**config.mk**
```make
export PLATFORM = sky130hd
export DESIGN_NAME = next_kms_scheduler_flat
export DESIGN_NICKNAME = d
export VERILOG_FILES = /design/src/rtl/next_kms_scheduler_if.sv /design/src/rtl/next_kms_scheduler.sv /design/src/flat_wrapper.sv
export SDC_FILE = /design/constraint.sdc
export NUM_CORES = 1
export LEC_CHECK = 0
export ABC_AREA = 1
export CAP_MARGIN = 0
export CELL_PAD_IN_SITES_DETAIL_PLACEMENT = 1
export CELL_PAD_IN_SITES_GLOBAL_PLACEMENT = 1
export CORE_UTILIZATION = 36
export CTS_BUF_LIST = sky130_fd_sc_hd__clkbuf_4 sky130_fd_sc_hd__clkbuf_8
export CTS_CLUSTER_DIAMETER = 80
export DETAILED_ROUTE_END_ITERATION = 10
export GPL_TIMING_DRIVEN = 1
export PLACE_DENSITY = 0.83
export SLEW_MARGIN = 20
export SYNTH_ARGS = -nofsm -noshare
export SYNTH_HDL_FRONTEND = slang
export SYNTH_SLANG_ARGS = --single-unit
```
**constraint.sdc**
```tcl
create_clock -name clk -period 1.85 [get_ports clk]
set_clock_uncertainty 0.2 [all_clocks]
set_input_delay 0.2775 -clock clk [delete_from_list [all_inputs] [get_ports clk]]
set_output_delay 0.2775 -clock clk [all_outputs]
set_load 0.02 [all_outputs]
```
**src/rtl/next_kms_scheduler_if.sv**
```systemverilog
// Signal bundle between the NeXT keyboard/mouse link scheduler and its environment
// (host control, serial transmitter, serial receiver).
interface next_kms_scheduler_if;
  logic        enable;
  logic        reset_req;
  logic        reset_ack;
  logic        led_req;
  logic [1:0]  led_val;
  logic        led_ack;
  logic        tx_start;
  logic [7:0]  tx_cmd;
  logic        tx_busy;
  logic        rx_valid;
  logic [15:0] rx_data;
  logic        rsp_valid;
  logic [15:0] rsp_data;
  logic        rsp_src;
  logic [7:0]  timeout_cnt;
  logic [2:0]  state;

  // master: the scheduler, which owns the serial link
  modport master (
    input  enable, reset_req, led_req, led_val, tx_busy, rx_valid, rx_data,
    output reset_ack, led_ack, tx_start, tx_cmd, rsp_valid, rsp_data, rsp_src, timeout_cnt,
           state
  );

  modport slave (
    output enable, reset_req, led_req, led_val, tx_busy, rx_valid, rx_data,
    input  reset_ack, led_ack, tx_start, tx_cmd, rsp_valid, rsp_data, rsp_src, timeout_cnt,
           state
  );
endinterface

```
**src/rtl/next_kms_scheduler.sv**
```systemverilog
// Time-shares the NeXT keyboard/mouse serial link between reset, LED and periodic polls.
// Define NEXT_KMS_MOUSE_EN to alternate keyboard and mouse polls; otherwise only the keyboard.
module next_kms_scheduler #(
  parameter int unsigned POLL_CYCLES    = 13500,
  parameter int unsigned TIMEOUT_CYCLES = 2700
) (
  input logic                  clk,
  input logic                  rst,
  next_kms_scheduler_if.master bus
);

  localparam int unsigned PollW = $clog2(POLL_CYCLES + 1);
  localparam int unsigned ToW   = $clog2(TIMEOUT_CYCLES + 1);
  localparam logic [PollW-1:0] PollReload = PollW'(POLL_CYCLES - 1);
  localparam logic [ToW-1:0]   ToReload   = ToW'(TIMEOUT_CYCLES - 1);

  typedef enum logic [2:0] {
    StIdle     = 3'd0,
    StIssue    = 3'd1,
    StTxAccept = 3'd2,
    StTxDrain  = 3'd3,
    StWaitRsp  = 3'd4
  } state_e;

  typedef enum logic [1:0] {CmdReset, CmdLed, CmdPoll} kind_e;

  state_e           state_q, state_d;
  kind_e            kind_q, kind_d;
  logic [7:0]       tx_cmd_q, tx_cmd_d;
  logic [PollW-1:0] timer_q, timer_d;
  logic             pending_q, pending_d;
  logic [ToW-1:0]   to_q, to_d;
  logic [7:0]       to_cnt_q, to_cnt_d;
  logic             reset_ack_q, reset_ack_d;
  logic             led_ack_q, led_ack_d;
  logic             rsp_valid_q, rsp_valid_d;
  logic [15:0]      rsp_data_q, rsp_data_d;
  logic             rsp_src_q, rsp_src_d;
  logic             grant_poll;
  logic             mouse_turn;

`ifdef NEXT_KMS_MOUSE_EN
  logic target_q;

  // Toggle after every poll, whether answered or timed out.
  always_ff @(posedge clk or posedge rst) begin
    if (rst) begin
      target_q <= 1'b0;
    end else if (state_q == StWaitRsp && (bus.rx_valid || to_q == '0)) begin
      target_q <= ~target_q;
    end
  end
  assign mouse_turn = target_q;
`else
  assign mouse_turn = 1'b0;
`endif

  // Poll timer; a tick while a poll is already pending is simply lost.
  always_comb begin
    timer_d   = timer_q;
    pending_d = pending_q;
    if (!bus.enable) begin
      timer_d   = PollReload;
      pending_d = 1'b0;
    end else begin
      timer_d = (timer_q == '0) ? PollReload : timer_q - 1'b1;
      if (grant_poll) begin
        pending_d = 1'b0;
      end else if (timer_q == '0) begin
        pending_d = 1'b1;
      end
    end
  end

  always_comb begin
    state_d     = state_q;
    kind_d      = kind_q;
    tx_cmd_d    = tx_cmd_q;
    to_d        = to_q;
    to_cnt_d    = to_cnt_q;
    reset_ack_d = 1'b0;
    led_ack_d   = 1'b0;
    rsp_valid_d = 1'b0;
    rsp_data_d  = rsp_data_q;
    rsp_src_d   = rsp_src_q;
    grant_poll  = 1'b0;
    unique case (state_q)
      StIdle: begin
        // A request whose ack is on the wire this cycle is already served.
        if (bus.enable) begin
          if (bus.reset_req && !reset_ack_q) begin
            state_d  = StIssue;
            kind_d   = CmdReset;
            tx_cmd_d = 8'hEF;
          end else if (bus.led_req && !led_ack_q) begin
            state_d  = StIssue;
            kind_d   = CmdLed;
            tx_cmd_d = {6'b001000, bus.led_val};
          end else if (pending_q) begin
            state_d    = StIssue;
            kind_d     = CmdPoll;
            tx_cmd_d   = {7'b0001000, mouse_turn};
            grant_poll = 1'b1;
          end
        end
      end
      StIssue: state_d = StTxAccept;
      StTxAccept: begin
        if (bus.tx_busy) state_d = StTxDrain;
      end
      StTxDrain: begin
        if (!bus.tx_busy) begin
          if (kind_q == CmdPoll) begin
            state_d = StWaitRsp;
            to_d    = ToReload;
          end else begin
            state_d     = StIdle;
            reset_ack_d = (kind_q == CmdReset);
            led_ack_d   = (kind_q == CmdLed);
          end
        end
      end
      StWaitRsp: begin
        if (bus.rx_valid) begin
          state_d = StIdle;
          if (bus.rx_data != 16'h0000) begin
            rsp_valid_d = 1'b1;
            rsp_data_d  = bus.rx_data;
            rsp_src_d   = mouse_turn;
          end
        end else if (to_q == '0) begin
          state_d = StIdle;
          if (to_cnt_q != 8'hFF) to_cnt_d = to_cnt_q + 8'd1;
        end else begin
          to_d = to_q - 1'b1;
        end
      end
      default: state_d = StIdle;
    endcase
  end

  always_ff @(posedge clk or posedge rst) begin
    if (rst) begin
      state_q     <= StIdle;
      kind_q      <= CmdReset;
      tx_cmd_q    <= 8'h00;
      timer_q     <= PollReload;
      pending_q   <= 1'b0;
      to_q        <= '0;
      to_cnt_q    <= 8'h00;
      reset_ack_q <= 1'b0;
      led_ack_q   <= 1'b0;
      rsp_valid_q <= 1'b0;
      rsp_data_q  <= 16'h0000;
      rsp_src_q   <= 1'b0;
    end else begin
      state_q     <= state_d;
      kind_q      <= kind_d;
      tx_cmd_q    <= tx_cmd_d;
      timer_q     <= timer_d;
      pending_q   <= pending_d;
      to_q        <= to_d;
      to_cnt_q    <= to_cnt_d;
      reset_ack_q <= reset_ack_d;
      led_ack_q   <= led_ack_d;
      rsp_valid_q <= rsp_valid_d;
      rsp_data_q  <= rsp_data_d;
      rsp_src_q   <= rsp_src_d;
    end
  end

  assign bus.tx_start    = (state_q == StIssue);
  assign bus.tx_cmd      = tx_cmd_q;
  assign bus.reset_ack   = reset_ack_q;
  assign bus.led_ack     = led_ack_q;
  assign bus.rsp_valid   = rsp_valid_q;
  assign bus.rsp_data    = rsp_data_q;
  assign bus.rsp_src     = rsp_src_q;
  assign bus.timeout_cnt = to_cnt_q;
  assign bus.state       = state_q;

endmodule

```
**src/flat_wrapper.sv**
```systemverilog
// flat-port wrapper written by rule: the top's interface ports become plain ports
module next_kms_scheduler_flat 
#(
  parameter int unsigned POLL_CYCLES    = 13500,
  parameter int unsigned TIMEOUT_CYCLES = 2700
)
  (clk, rst, bus_enable, bus_reset_req, bus_led_req, bus_led_val, bus_tx_busy, bus_rx_valid, bus_rx_data, bus_reset_ack, bus_led_ack, bus_tx_start, bus_tx_cmd, bus_rsp_valid, bus_rsp_data, bus_rsp_src, bus_timeout_cnt, bus_state);
  next_kms_scheduler_if bus_i ();
  input logic clk;
  input logic rst;
  input wire logic [$bits(bus_i.enable)-1:0] bus_enable;
  input wire logic [$bits(bus_i.reset_req)-1:0] bus_reset_req;
  input wire logic [$bits(bus_i.led_req)-1:0] bus_led_req;
  input wire logic [$bits(bus_i.led_val)-1:0] bus_led_val;
  input wire logic [$bits(bus_i.tx_busy)-1:0] bus_tx_busy;
  input wire logic [$bits(bus_i.rx_valid)-1:0] bus_rx_valid;
  input wire logic [$bits(bus_i.rx_data)-1:0] bus_rx_data;
  output wire logic [$bits(bus_i.reset_ack)-1:0] bus_reset_ack;
  output wire logic [$bits(bus_i.led_ack)-1:0] bus_led_ack;
  output wire logic [$bits(bus_i.tx_start)-1:0] bus_tx_start;
  output wire logic [$bits(bus_i.tx_cmd)-1:0] bus_tx_cmd;
  output wire logic [$bits(bus_i.rsp_valid)-1:0] bus_rsp_valid;
  output wire logic [$bits(bus_i.rsp_data)-1:0] bus_rsp_data;
  output wire logic [$bits(bus_i.rsp_src)-1:0] bus_rsp_src;
  output wire logic [$bits(bus_i.timeout_cnt)-1:0] bus_timeout_cnt;
  output wire logic [$bits(bus_i.state)-1:0] bus_state;
  assign bus_i.enable = bus_enable;
  assign bus_i.reset_req = bus_reset_req;
  assign bus_i.led_req = bus_led_req;
  assign bus_i.led_val = bus_led_val;
  assign bus_i.tx_busy = bus_tx_busy;
  assign bus_i.rx_valid = bus_rx_valid;
  assign bus_i.rx_data = bus_rx_data;
  assign bus_reset_ack = bus_i.reset_ack;
  assign bus_led_ack = bus_i.led_ack;
  assign bus_tx_start = bus_i.tx_start;
  assign bus_tx_cmd = bus_i.tx_cmd;
  assign bus_rsp_valid = bus_i.rsp_valid;
  assign bus_rsp_data = bus_i.rsp_data;
  assign bus_rsp_src = bus_i.rsp_src;
  assign bus_timeout_cnt = bus_i.timeout_cnt;
  assign bus_state = bus_i.state;
  next_kms_scheduler #(.POLL_CYCLES(POLL_CYCLES), .TIMEOUT_CYCLES(TIMEOUT_CYCLES)) u_core (.clk(clk), .rst(rst), .bus(bus_i));
endmodule
```
==> results of run 1 <==
==> logic make-up after synthesis <==
family                   after synthesis  share of synthesized area, %
XOR/XNOR                              17                          4.56
other                                  1                         0.115
adder cells (fa/ha/maj)                4                          1.53
AO/OA/AOI/OAI                         49                          8.90
buffers and inverters                 67                          8.67
flip-flops                            63                          48.7
AND/OR/NAND/NOR                      196                          27.5
==> synth_stat cells, types with 3 or more instances <==
master	instances	share of area (%)
sky130_fd_sc_hd__nand2_1	99	11
sky130_fd_sc_hd__dfrtp_1	54	41
sky130_fd_sc_hd__inv_1	54	6.2
sky130_fd_sc_hd__nor2_1	40	4.6
sky130_fd_sc_hd__o21ai_0	26	4.0
sky130_fd_sc_hd__nand3_1	22	3.4
sky130_fd_sc_hd__xor2_1	12	3.2
sky130_fd_sc_hd__dfstp_2	9	7.2
sky130_fd_sc_hd__o21ai_1	8	1.2
sky130_fd_sc_hd__nand4_1	7	1.3
sky130_fd_sc_hd__nor2_2	7	1.3
sky130_fd_sc_hd__buf_4	5	1.2
sky130_fd_sc_hd__o21ai_2	5	1.3
sky130_fd_sc_hd__xnor2_1	5	1.3
sky130_fd_sc_hd__ha_1	4	1.5
sky130_fd_sc_hd__nand3_2	4	1.2
sky130_fd_sc_hd__a21oi_2	3	0.81
sky130_fd_sc_hd__inv_2	3	0.35
sky130_fd_sc_hd__nor3_1	3	0.46
sky130_fd_sc_hd__nor4_1	3	0.58
sky130_fd_sc_hd__or2_2	3	0.58
==> layer usage <==
metal / track usage, % / up-vias
li1: - / 1411
met1: 24.1 / 1412
met2: 33.4 / 36
met3: 3.74 / 11
met4: 7.81 / 0
met5: 0 / -
==> layout by cell type (no fill, tap or decap), types with 13 or more instances in the layout <==
cell	Yosys	routed
sky130_fd_sc_hd__buf_4	5	13
sky130_fd_sc_hd__clkbuf_8	0	13
sky130_fd_sc_hd__clkdlybuf4s50_1	0	41
sky130_fd_sc_hd__dfrtp_1	54	54
sky130_fd_sc_hd__dlygate4sd2_1	0	14
sky130_fd_sc_hd__inv_1	54	53
sky130_fd_sc_hd__nand2_1	99	99
sky130_fd_sc_hd__nand3_1	22	22
sky130_fd_sc_hd__nor2_1	40	39
sky130_fd_sc_hd__o21ai_0	26	26
==> power by group through the flow <==
| stage | registers [mW] | logic (mW) | clock network, mW |
|---|---|---|---|
| after floorplan | 2.26 | 0.904 | 0 |
| after global placement | 1.96 | 2.11 | 0 |
| after detailed placement | 1.98 | 2.20 | 0 |
| after CTS | 1.96 | 2.16 | 1.21 |
| after global routing | 1.99 | 2.30 | 1.28 |
| final | 1.95 | 2.12 | 1.19 |
==> per-stage QoR <==
stage | hold WS, ns | setup TNS, ns | setup slack (ns) | power [mW] | cells
finish | 0.0958 | 0 | 0.0415 | 5.25 | 593
global route | 0.141 | -0.0481 | -0.0481 | 5.58 | 593
CTS | 0.103 | 0 | 0.0000741 | 5.32 | 593
detailed placement | 0.230 | 0 | 0.0190 | 4.18 | 577
global placement | 0.218 | 0 | 0.0901 | 4.07 | 577
floorplan | 0.121 | 0 | 0.167 | 3.16 | 397
==> how the worst min path moves through the flow <==
stage,startpoint,endpoint,slack (ns),cells after the start
floorplan,bus_enable,u_core.timer_q[10]$_DFF_PP1_,0.12,1
global placement,u_core.kind_q[0]$_DFFE_PP0P_,u_core.bus.reset_ack$_DFF_PP0_,0.22,1
detailed placement,u_core.kind_q[0]$_DFFE_PP0P_,u_core.bus.reset_ack$_DFF_PP0_,0.23,1
CTS,rst,u_core.bus.rsp_data[2]$_DFFE_PP0P_,0.10,2
global route,rst,u_core.bus.rsp_data[2]$_DFFE_PP0P_,0.14,2
finish,rst,u_core.bus.rsp_data[2]$_DFFE_PP0P_,0.1,2
==> registers in the layout, summed over array words and instances, names as in the netlist <==
name / count
u_core.bus.timeout_cnt: 8
u_core.pending_q: 1
u_core.bus.led_ack: 1
u_core.bus.reset_ack: 1
u_core.to_q: 12
u_core.bus.tx_cmd: 5
u_core.bus.rsp_valid: 1
u_core.kind_q: 1
u_core.timer_q: 14
u_core.bus.state: 3
u_core.bus.rsp_data: 16
==> cell type report <==
class	instances	area, sq um	share of cell area, %
Clock buffer	14	186	4.26
Clock inverter	2	12.5	0.286
Inverter	58	223	5.09
Multi-Input combinational cell	267	1410	32.2
Sequential cell	63	1590	36.3
Tap cell	108	135	3.09
Timing Repair Buffer	81	823	18.8
==> timing repair <==
| item | CTS | global route |
|---|---|---|
| resized for setup | 15 | 13 |
| gates cloned | 0 | 0 |
| pin swaps | 0 | 1 |
| endpoints found under the setup margin | 16 | 23 |
==> summary.md, run 1 <==
| Metric | Value |
|---|---|
| Pin count of the biggest net entering global routing | `34` |
| Area Overhead vs Synth | `34.2%` |
| CP max-delay cell | `sky130_fd_sc_hd__clkdlybuf4s50_1` |
| Synthesized area | `3260 sq um` |
| Seq pwr share | `37.0%` |
| All-Layer GR Usage | `19.5%` |
| Final antenna diode count | `0` |
| Met1 WL | `3910 microns` |
| Layout cells sized above 1 | `16.7%` |
| Average size of a mapped cell | `8.22 sq um` |
| Number of sinks on the clock net | `63` |
| Critical path class | `reg -> out` |
| Remaining routing DRC violations | `0` |
| First-pass DRT Iterations | `4` |
| Nature of the critical path endpoint | `output pin` |
| Count of final hold-check violations | `0` |
| Number of design-rule violations left by the first detailed-router iteration | `80` |
| Arr. time, crit path | `1.33 ns` |
| Total number of vias | `2870` |
| Capture instance of the worst register-to-register path | `u_core.bus.timeout_cnt[3]$_DFFE_PP0P_` |
| Area of the core region | `8760 sq um` |
| TritonCTS clock tree | `yes` |
| Height of the die | `97.2 microns` |
| Number of nets in the finished design | `509` |
| Maximum clock path buffer count | `2` |
| Period minus WS final | `1.81 ns` |
| Clk_lat worst skew | `0.34 ns` |
| Commonest register cell after synthesis | `sky130_fd_sc_hd__dfrtp_1` |
| GRT Residual Overflow | `0` |
| Launch point of the critical path | `u_core.bus.rsp_data[14]$_DFFE_PP0P_` |
| Post-route core utilization | `50.0%` |
| Number of buffers added by the clock tree synthesis step | `9` |
| Power density cells | `1200 nW/um^2` |
| Biggest fanout along the worst timing path | `2` |
| Leak pwr | `2.19 nW` |
| Post-CTS setup buffers | `0` |
| Power spent charging and discharging nets | `2.00 mW` |
| R2R Path Start | `u_core.bus.state[1]$_DFFE_PP0P_` |
| Proportion of power drawn by the clock network | `22.6%` |
| #FFs+latches synth | `63` |
| Count of input and output buffers | `63` |
| Synthesized Nets | `426` |
| Area after DPL | `4170 sq um` |
| Run status | `finished, final reports clean` |
| Area of the die | `9450 sq um` |
| Cells after synthesis | `397` |
| Post-route cell area | `4380 sq um` |
| Antenna-violating nets left | `0` |
| Synth async-reset ratio | `100%` |
| Effective utilization at floorplan | `37.2%` |
| Die width | `97.2 microns` |
| Clock root cell | `sky130_fd_sc_hd__clkbuf_8` |
| Detailed route wirelength on metal2 | `4360 microns` |
| Top layer used by detailed routing | `met4` |
| Crit path depth | `1` |
| CP max stage delay | `0.62 ns` |
| Number of antenna violations at the first check in global routing | `0` |
| Number of cells on the worst reg-to-reg path | `8` |
| H-tree levels | `3` |
| Switching power as a share of total power | `38.0%` |
| Wire length of the first global-routing pass | `14800 microns` |
| Cell variety after synth | `36` |
| Crit path to | `bus_rsp_data[14]` |
| Count of flip-flops with a built-in enable after synthesis | `0` |
| Share of the yosys chip area belonging to registers | `48.7%` |
| Post-DR wirelength/cell | `14.6 microns` |
| Filler Cell Count | `1063` |
| Detail-routed via count per cell | `4.84` |
| Placement Rows | `34` |
| Startpoint type of the worst setup path | `flop` |
| Worst R2R Setup Slack | `0.11 ns` |
| Half-perimeter wire length of the detailed placement result | `6640 microns` |
| Maximum clock rate | `553 MHz` |
| Worst ir drop on vdd | `0.335 mV` |
| Detailed-routed wire length on met3 | `216 microns` |
| Vias in the first global route | `3123` |
| Family of cells with the greatest summed delay on the critical path | `buffers and inverters` |
| Class of the most critical hold timing path | `in -> async` |
| Routability-driven placement congestion ratio | `0.788` |
| Quantity of hold-fixing buffers added after cts | `0` |
| Int Power | `3.25 mW` |
| Number of pins exceeding their max-slew limit in the final report | `0` |
| Finish-stage setup viols | `0` |
| Cell-by-cell trace of the critical path | `clkdlybuf4s50_1` |
| Clock transition at the register clock pins on the worst setup and hold paths after CTS | `0.07 ns` |
| Comb pwr share | `40.4%` |
| Num ports | `65` |
| Final wirelength | `8630 microns` |
| Crit path buffers/inverters | `1` |
| Warning count from the yosys run | `0` |
| Period Utilization, post-route | `97.8%` |
| Required time reported for the critical path endpoint | `1.37 ns` |
| Number of violations of the max-capacitance limit | `0` |
Power figures use the tool's default switching activity.
==> run 2, diff against run 1 <==
--- a/config.mk
+++ b/config.mk
@@ -9,6 +9,7 @@
 export CAP_MARGIN = 0
 export CELL_PAD_IN_SITES_DETAIL_PLACEMENT = 1
 export CELL_PAD_IN_SITES_GLOBAL_PLACEMENT = 1
+export CORE_ASPECT_RATIO = 1.4
 export CORE_UTILIZATION = 36
 export CTS_BUF_LIST = sky130_fd_sc_hd__clkbuf_4 sky130_fd_sc_hd__clkbuf_8
 export CTS_CLUSTER_DIAMETER = 80
==> run 2 against run 1 <==
  * Die area about the same
  * Sequential share of layout area up 0.84 points
  * Maximum frequency is 0.13% higher
  * Non-clock buffer count decreased by 3
  * Highest routed layer unchanged
  * Critical path type unchanged
  * Setup slack better by 0.0023 ns
==> summary.md, run 2 (synthesis gave the netlist of run 1 again) <==
| Metric | Value |
|---|---|
| Remaining routing DRC violations | `0` |
| Maximum clock path buffer count | `2` |
| Crit path buffers/inverters | `1` |
| Number of nets in the finished design | `506` |
| Cell count after placement | `571` |
| Post-DR wirelength/cell | `14.2 microns` |
| Count of final hold-check violations | `0` |
| Maximum clock rate | `554 MHz` |
| Leak pwr | `2.08 nW` |
| Vias in the first global route | `3135` |
| Height of the die | `115 microns` |
| Required time reported for the critical path endpoint | `1.37 ns` |
| Die width | `82.5 microns` |
| Number of buffers added by the clock tree synthesis step | `9` |
| Filler Cell Count | `1070` |
| Nature of the critical path endpoint | `output pin` |
| TritonCTS clock tree | `yes` |
| Area after DPL | `4100 sq um` |
| Final antenna diode count | `0` |
| Wire length of the first global-routing pass | `14100 microns` |
| Max FFs per register | `16` |
| Detail-routed via count per cell | `4.87` |
| Biggest fanout along the worst timing path | `2` |
| Finish-stage setup viols | `0` |
| Count of input and output buffers | `63` |
| H-tree levels | `3` |
| Critical path class | `reg -> out` |
| Final wirelength | `8310 microns` |
| Number of antenna violations at the first check in global routing | `0` |
| Clk_lat worst skew | `0.34 ns` |
| Final setup margin | `0.0438 ns` |
| Power density cells | `1180 nW/um^2` |
| CP max stage delay | `0.63 ns` |
| Family of cells with the greatest summed delay on the critical path | `buffers and inverters` |
| Arr. time, crit path | `1.33 ns` |
| Tot Pwr | `5.05 mW` |
| Post-CTS setup buffers | `0` |
| Number of design-rule violations left by the first detailed-router iteration | `112` |
| Number of pins exceeding their max-slew limit in the final report | `0` |
| CP max-delay cell | `sky130_fd_sc_hd__clkdlybuf4s50_1` |
| Half-perimeter wire length of the detailed placement result | `6190 microns` |
| Top library cells by usage in the layout, fill and taps aside | `sky130_fd_sc_hd__nand2_1, sky130_fd_sc_hd__dfrtp_1, sky130_fd_sc_hd__inv_1` |
| Dpl ws | `0.0233 ns` |
| GRT Residual Overflow | `0` |
| Worst ir drop on vdd | `0.658 mV` |
| Number of sinks on the clock net | `63` |
| Pin count of the biggest net entering global routing | `64` |
| Commonest non-fill, non-tap cell in the layout | `sky130_fd_sc_hd__nand2_1` |
| Setup tns final | `0 ns` |
| Final non-filler cell total | `586` |
| Class of the most critical hold timing path | `in -> async` |
| All-Layer GR Usage | `19.5%` |
| Routability-driven placement congestion ratio | `0.804` |
| Post-route cell area | `4280 sq um` |
| Area of the die | `9450 sq um` |
| Period minus WS final | `1.81 ns` |
| Area Overhead vs Synth | `31.2%` |
| Antenna-violating nets left | `0` |
| Layout cells sized above 1 | `16.6%` |
| Effective utilization at floorplan | `37.5%` |
| Clock transition at the register clock pins on the worst setup and hold paths after CTS | `0.07 ns` |
| Area of the core region | `8710 sq um` |
| Cell-by-cell trace of the critical path | `clkdlybuf4s50_1` |
| Clock root cell | `sky130_fd_sc_hd__clkbuf_8` |
| Total number of vias | `2852` |
| Period Utilization, post-route | `97.6%` |
| Num ports | `65` |
| Number of violations of the max-capacitance limit | `0` |
| Run status | `finished, final reports clean` |
| Placement Rows | `40` |
| First-pass DRT Iterations | `4` |
| Startpoint type of the worst setup path | `flop` |
[run 2: final timing paths]
path	from	to	slack [ns]	cells past startpoint
setup / recovery	u_core.bus.rsp_data[15]$_DFFE_PP0P_	bus_rsp_data[15]	0.04	1
min in group clk	u_core.timer_q[0]$_DFF_PP1_	u_core.timer_q[0]$_DFF_PP1_	0.26	1
hold reg to reg	u_core.timer_q[0]$_DFF_PP1_	u_core.timer_q[0]$_DFF_PP1_	0.26	1
setup reg to reg	u_core.timer_q[0]$_DFF_PP1_	u_core.timer_q[3]$_DFF_PP1_	0.11	7
max in group asynchronous	rst	u_core.timer_q[12]$_DFF_PP1_	0.96	3
hold / removal	rst	u_core.bus.timeout_cnt[1]$_DFFE_PP0P_	0.18	3
[run 2: layer usage]
metal | wire length (microns) | share of wire, % | GRT usage (%) | vias to the layer above
met3 | 206 | 2.5 | 4.70 | 15
li1 | - | - | - | 1406
met2 | 4520 | 54 | 34.2 | 40
met1 | 3420 | 41 | 22.2 | 1391
met4 | 165 | 2.0 | 7.60 | 0
met5 | 0 | 0 | 0 | -
[run 2: area by class of cell]
| cell class | count | area [sq um] | area share [%] |
|---|---|---|---|
| clock buffer | 14 | 168 | 3.92 |
| clock inverter | 1 | 5.00 | 0.117 |
| inverter | 58 | 223 | 5.20 |
| multi-input combinational | 267 | 1410 | 33.0 |
| sequential | 63 | 1590 | 37.1 |
| tap | 105 | 131 | 3.07 |
| timing repair buffer | 78 | 753 | 17.6 |
[run 2: stage by stage]
stage,hold WS (ns),util [%]
6_report,0.181,49.1
2_1_floorplan,0.121,-
3_3_place_gp,0.226,47.1
5_1_grt,0.211,49.1
3_5_place_dp,0.245,47.1
4_1_cts,0.178,48.9
[run 2: what timing repair did]
item                       CTS  global route
pin swaps                    0             1
setup endpoints to repair   15            13
hold buffers                 0             0
gates resized for setup     16            10
hold endpoints to repair     0             0
[run 2: where the power goes]
part	switching [mW]	leakage, nW	internal [mW]
logic	1.15	1.20	0.858
registers	0.270	0.790	1.71
clock network	0.491	0.0942	0.574
total	1.91	2.08	3.14
==> run 3, diff against run 2 <==
--- a/config.mk
+++ b/config.mk
@@ -6,13 +6,13 @@
 export NUM_CORES = 1
 export LEC_CHECK = 0
 export ABC_AREA = 1
-export CAP_MARGIN = 0
+export CAP_MARGIN = 15
 export CELL_PAD_IN_SITES_DETAIL_PLACEMENT = 1
 export CELL_PAD_IN_SITES_GLOBAL_PLACEMENT = 1
 export CORE_ASPECT_RATIO = 1.4
 export CORE_UTILIZATION = 36
 export CTS_BUF_LIST = sky130_fd_sc_hd__clkbuf_4 sky130_fd_sc_hd__clkbuf_8
-export CTS_CLUSTER_DIAMETER = 80
+export CTS_CLUSTER_DIAMETER = 150
 export DETAILED_ROUTE_END_ITERATION = 10
 export GPL_TIMING_DRIVEN = 1
 export PLACE_DENSITY = 0.83
==> results of run 3 <==
Same layout as run 2: the final DEF is identical, and so are final timing and power.
